<file path="config.mk">
export PLATFORM = sky130hd
export DESIGN_NAME = dmem_bridge
export DESIGN_NICKNAME = d
export VERILOG_FILES = /design/src/rtl/rv32_pkg.sv /design/src/rtl/dmem_bridge.sv
export SDC_FILE = /design/constraint.sdc
export NUM_CORES = 1
export LEC_CHECK = 0
export ABC_AREA = 1
export CORE_MARGIN = 2
export CORE_UTILIZATION = 42
export CTS_CLUSTER_DIAMETER = 200
export CTS_CLUSTER_SIZE = 24
export DETAILED_ROUTE_END_ITERATION = 12
export PLACE_DENSITY = 0.8
export SLEW_MARGIN = 20
export SYNTH_ARGS = -nofsm -noshare
export SYNTH_HDL_FRONTEND = slang
export SYNTH_SLANG_ARGS = --single-unit
export TNS_END_PERCENT = 100
</file>
<file path="constraint.sdc">
create_clock -name clk_i -period 1.9 [get_ports clk_i]
set_clock_uncertainty 0.1 [all_clocks]
set_input_delay 0.19 -clock clk_i [delete_from_list [all_inputs] [get_ports clk_i]]
set_output_delay 0.19 -clock clk_i [all_outputs]
set_load 0.03 [all_outputs]
</file>
<file path="src/rtl/rv32_pkg.sv">
// Shared definitions for the RV32 core memory path.
//   XLEN           : data/address width
//   bridge_state_e : data-memory bridge FSM states
package rv32_pkg;

   localparam int unsigned XLEN = 32;

   typedef enum logic [1:0] {
      ST_IDLE = 2'd0,
      ST_REQ  = 2'd1,
      ST_DONE = 2'd2
   } bridge_state_e;

endpackage

</file>
<file path="src/rtl/dmem_bridge.sv">
// Data-memory bridge: turns a single-cycle core load/store into a
// valid/ready bus transaction, stalling the core until it completes.
// Misaligned accesses and bus timeouts raise a sticky error and return 0.
//
// Ports
//   clk_i, rst_i        : clock, asynchronous active-low reset
//   cpu_req_i/we_i      : core access request, 1 = store
//   cpu_addr_i/wdata_i  : core byte address and store data
//   cpu_rdata_o         : registered load data (valid in DONE)
//   cpu_stall_o         : combinational stall, drives PC enable low
//   bus_valid_o/we_o    : bus request and direction
//   bus_addr_o/wdata_o  : registered bus address / write data
//   bus_ready_i/rdata_i : slave completion and read data
//   err_o               : sticky timeout / misalignment flag
module dmem_bridge #(
   parameter int unsigned XLEN    = rv32_pkg::XLEN,
   parameter int unsigned TIMEOUT = 16
) (
   input  logic            clk_i,
   input  logic            rst_i,
   input  logic            cpu_req_i,
   input  logic            cpu_we_i,
   input  logic [XLEN-1:0] cpu_addr_i,
   input  logic [XLEN-1:0] cpu_wdata_i,
   output logic [XLEN-1:0] cpu_rdata_o,
   output logic            cpu_stall_o,
   output logic            bus_valid_o,
   output logic            bus_we_o,
   output logic [XLEN-1:0] bus_addr_o,
   output logic [XLEN-1:0] bus_wdata_o,
   input  logic            bus_ready_i,
   input  logic [XLEN-1:0] bus_rdata_i,
   output logic            err_o
);

   import rv32_pkg::*;

   localparam logic [7:0] WAIT_LAST = 8'(TIMEOUT - 1);

   bridge_state_e state;
   bridge_state_e state_nxt;
   logic [7:0]    wait_cnt;
   logic          aligned;
   logic          timeout_hit;

   assign aligned     = (cpu_addr_i[1:0] == 2'b00);
   assign timeout_hit = (wait_cnt == WAIT_LAST);

   // Derived from state only, so reset drops the request immediately.
   assign bus_valid_o = (state == ST_REQ);
   assign cpu_stall_o = ((state == ST_IDLE) && cpu_req_i) || (state == ST_REQ);

   always_ff @(posedge clk_i or negedge rst_i) begin
      if (!rst_i) begin
         state <= ST_IDLE;
      end else begin
         state <= state_nxt;
      end
   end

   always_comb begin
      state_nxt = state;
      case (state)
         ST_IDLE: begin
            if (cpu_req_i) begin
               state_nxt = aligned ? ST_REQ : ST_DONE;
            end
         end
         ST_REQ: begin
            if (bus_ready_i || timeout_hit) begin
               state_nxt = ST_DONE;
            end
         end
         // The request still seen here belongs to the instruction just served.
         ST_DONE: state_nxt = ST_IDLE;
         default: state_nxt = ST_IDLE;
      endcase
   end

   always_ff @(posedge clk_i or negedge rst_i) begin
      if (!rst_i) begin
         bus_we_o    <= 1'b0;
         bus_addr_o  <= '0;
         bus_wdata_o <= '0;
         cpu_rdata_o <= '0;
         wait_cnt    <= '0;
         err_o       <= 1'b0;
      end else begin
         case (state)
            ST_IDLE: begin
               if (cpu_req_i) begin
                  if (aligned) begin
                     bus_we_o    <= cpu_we_i;
                     bus_addr_o  <= cpu_addr_i;
                     bus_wdata_o <= cpu_wdata_i;
                     wait_cnt    <= '0;
                  end else begin
                     err_o       <= 1'b1;
                     cpu_rdata_o <= '0;
                  end
               end
            end
            ST_REQ: begin
               // Ready takes priority over a coincident timeout.
               if (bus_ready_i) begin
                  if (!bus_we_o) begin
                     cpu_rdata_o <= bus_rdata_i;
                  end
               end else if (timeout_hit) begin
                  err_o       <= 1'b1;
                  cpu_rdata_o <= '0;
               end else begin
                  wait_cnt <= wait_cnt + 8'd1;
               end
            end
            default: ;
         endcase
      end
   end

endmodule

</file>
==> results.yml <==
outcome:
  status: "finished, final reports clean"
grt:
  grt_first_pass_wirelength_mm: 18.7
  grtUsageTotal_pct: 20.3
  first_global_vias: 3860
  grt_max_degree: 78
  antenna_found_initial: 0
  overflow: 0
routing:
  dr.pass1.iters: 4
  wirelength_mm: 12.5
  ant_nets: 0
  dr_total_vias: 3926
  drtIter0Drc: 306
  drc: 0
  viasPerCell: 5.04
  wl_per_cell_um: 16.0
clocking:
  cts_max_path_buffers: 2
  post-cts-setup-buffers: 0
  clkTransAtPathRegs_ns: 0.10
  cts_buffers: 9
  cts_tree: "yes"
  clock-sinks: 108
  clock_latency_ns: 0.36
  root_buffer: "clkbuf_8"
  htreeDepth: 3
timing:
  worst_pin_slew_ns: 0.418
  fin_crit_ns: 1.75
  finalCritPeriodShare_pct: 92.1
  final.setup.tns_ns: 0
  slew-limit-headroom_pct: 72.1
  rsz0062_at_grt: "false"
  finalSetupViolCount: 0
  hold_viol: 0
  fmax_mhz: 572
  drv_slew: 0
  hold_ws_ns: 0.266
die:
  initial_utilization_pct: 42.9
  die_y_um: 109
  coreArea_sq_um: 10800
  num_io_pins: 201
  die_w_um: 109
  dieArea_sq_um: 11900
  num_rows: 38
critical_path:
  worstSetupStartpointType: "flip-flop"
  cp-end-kind: "flip-flop"
  cp.arrival_ns: 1.91
  crit_required_ns: 2.06
  cp_max_fo: 16
  crit_path_top_delay_cell: "dfrtp_1"
  crit_type: "flip-flop to flip-flop"
  crit_top_cell: "nand2_1"
  path_cells: "ha_1 -> nand3_2 -> o21ai_4 -> nand3_4 -> nand2_1 -> nand2_1"
  worst_path_largest_cell_delay_ns: 0.42
yosys:
  ys_ff_latch: 108
  synthesis.area_per_instance_sq_um: 10.6
  ys_warn_count: 0
  yosysUniqueCellTypes: 25
  yosysSeqAreaShare_pct: 58.1
  synth_area_sq_um: 4650
  synth_cells: 438
  syn_nets: 540
placement:
  io_buffers: 200
  place.gp.congestion: 0.809
  place_hpwl_mm: 9.23
cells_and_area:
  final_nets: 736
  multi_input_area_sq_um: 1770
  drive_gt1_share_pct: 12.8
  fin_util_pct: 64.5
  fillers: 867
  antenna_cells: 0
  area.growth.synth_to_final_pct: 50.1
  seqCellArea_sq_um: 2700
power:
  ir_worst_vdd_mv: 0.943
  p_total_mw: 9.48
  power.density_nw_per_um2: 1360
  p_leak_nw: 3.16
run:
  maxCapViolations: 0
min_path:
  hold_class: "primary input to asynchronous set/reset pin"
==> flip-flops by register name, summed over array words and instances (netlist names) <==
signal and cells:
bus_addr_o 32, bus_wdata_o 32, bus_we_o 1, cpu_rdata_o 32, err_o 1, state 2
wait_cnt 8
==> power breakdown <==
| part | internal (mW) | switching, mW |
|---|---|---|
| clock network | 0.478 | 0.765 |
| registers | 3.06 | 0.414 |
| logic | 2.06 | 2.71 |
==> logic make-up after synthesis <==
group                    after synthesis  synth area share, %
AO/OA/AOI/OAI                         11                 1.53
XOR/XNOR                               1                0.188
adder cells (fa/ha/maj)                1                0.269
buffers and inverters                 37                 4.60
flip-flops                           108                 58.1
multiplexers                          62                 15.0
AND/OR/NAND/NOR                      218                 20.3
==> path summary, 6_finish.rpt <==
check / endpoint / cells after the start / start / slack, ns
worst max-delay path: cpu_rdata_o[26] / 6 / wait_cnt[0] / 0.15
worst min-delay path: cpu_rdata_o[15] / 3 / rst_i / 0.27
worst max register to register: cpu_rdata_o[26] / 6 / wait_cnt[0] / 0.15
worst min register to register: bus_addr_o[1] / 2 / bus_addr_o[1] / 0.38
max in group asynchronous: bus_wdata_o[0] / 3 / rst_i / 1.09
min in group clk_i: bus_wdata_o[16] / 2 / cpu_wdata_i[16] / 0.31
==> critical path: cells and delay by family, from the launching register on <==
family	cells	cell delay, ns
flops	1	0.42
simple gates	4	0.58
compound gates	1	0.30
fa+ha+maj	1	0.23
==> timing repair <==
action,4_1_cts,5_1_grt
endpoints found under the setup margin,0,31
resized for setup,0,3
endpoints found under the hold margin,108,0
hold buffers,1,0
==> metal layers <==
metal | vias up | wire length, um | part of all wire, % | GRT usage [%]
met5 | - | 0 | 0 | 0
met4 | 0 | 194 | 1.6 | 6.33
met3 | 19 | 1100 | 8.8 | 5.62
met2 | 174 | 6100 | 49 | 35.0
met1 | 1876 | 5070 | 41 | 24.8
li1 | 1857 | - | - | -
==> final cells by class <==
class	count	share of cell area (%)
clock buffer	10	1.83
clock inverter	6	0.573
inverter	10	0.537
multi-input combinational	294	25.3
sequential	108	38.7
tap	140	2.51
timing repair buffer	211	30.6
==> cells in the final DEF (no fill, tap or decap), types with 6 or more instances in the layout <==
master           count
clkbuf_8             9
nand2_1            123
dfrtp_1            108
mux2_1              17
clkdlybuf4s50_1    197
buf_4                7
inv_1                8
o21ai_0              6
nand3_1              6
nand4_1             35
nor2_1              47
mux2_2              45
==> Yosys cell counts <==
master | count | share of area, %
buf_6 | 7 | 1.7
inv_1 | 8 | 0.65
nand4_1 | 35 | 4.7
nand2_1 | 123 | 9.9
nor2_2 | 1 | 0.13
o21bai_1 | 2 | 0.32
nor2_1 | 47 | 3.8
xor2_1 | 1 | 0.19
nand2_2 | 1 | 0.13
mux2_2 | 45 | 11
o21ai_1 | 1 | 0.11
nand3_2 | 1 | 0.22
o21ai_4 | 1 | 0.35
ha_1 | 1 | 0.27
dfrtp_1 | 108 | 58
nand3_1 | 7 | 0.75
buf_4 | 4 | 0.65
nand3_4 | 1 | 0.38
inv_2 | 2 | 0.16
a21oi_1 | 1 | 0.11
clkbuf_1 | 10 | 0.81
buf_2 | 6 | 0.65
mux2_1 | 17 | 4.1
o21ai_0 | 6 | 0.65
nand3b_1 | 2 | 0.32
==> per-stage QoR <==
stage          area, sq um  worst slack (ns)  std cells
4_1_cts               6960            0.0795        778
5_1_grt               6990           0.00694        779
2_1_floorplan         4650             0.337        438
3_5_place_dp          6790           -0.0133        761
6_report              6990             0.151        779
3_3_place_gp          6790             0.113        761
Power figures use the tool's default switching activity.
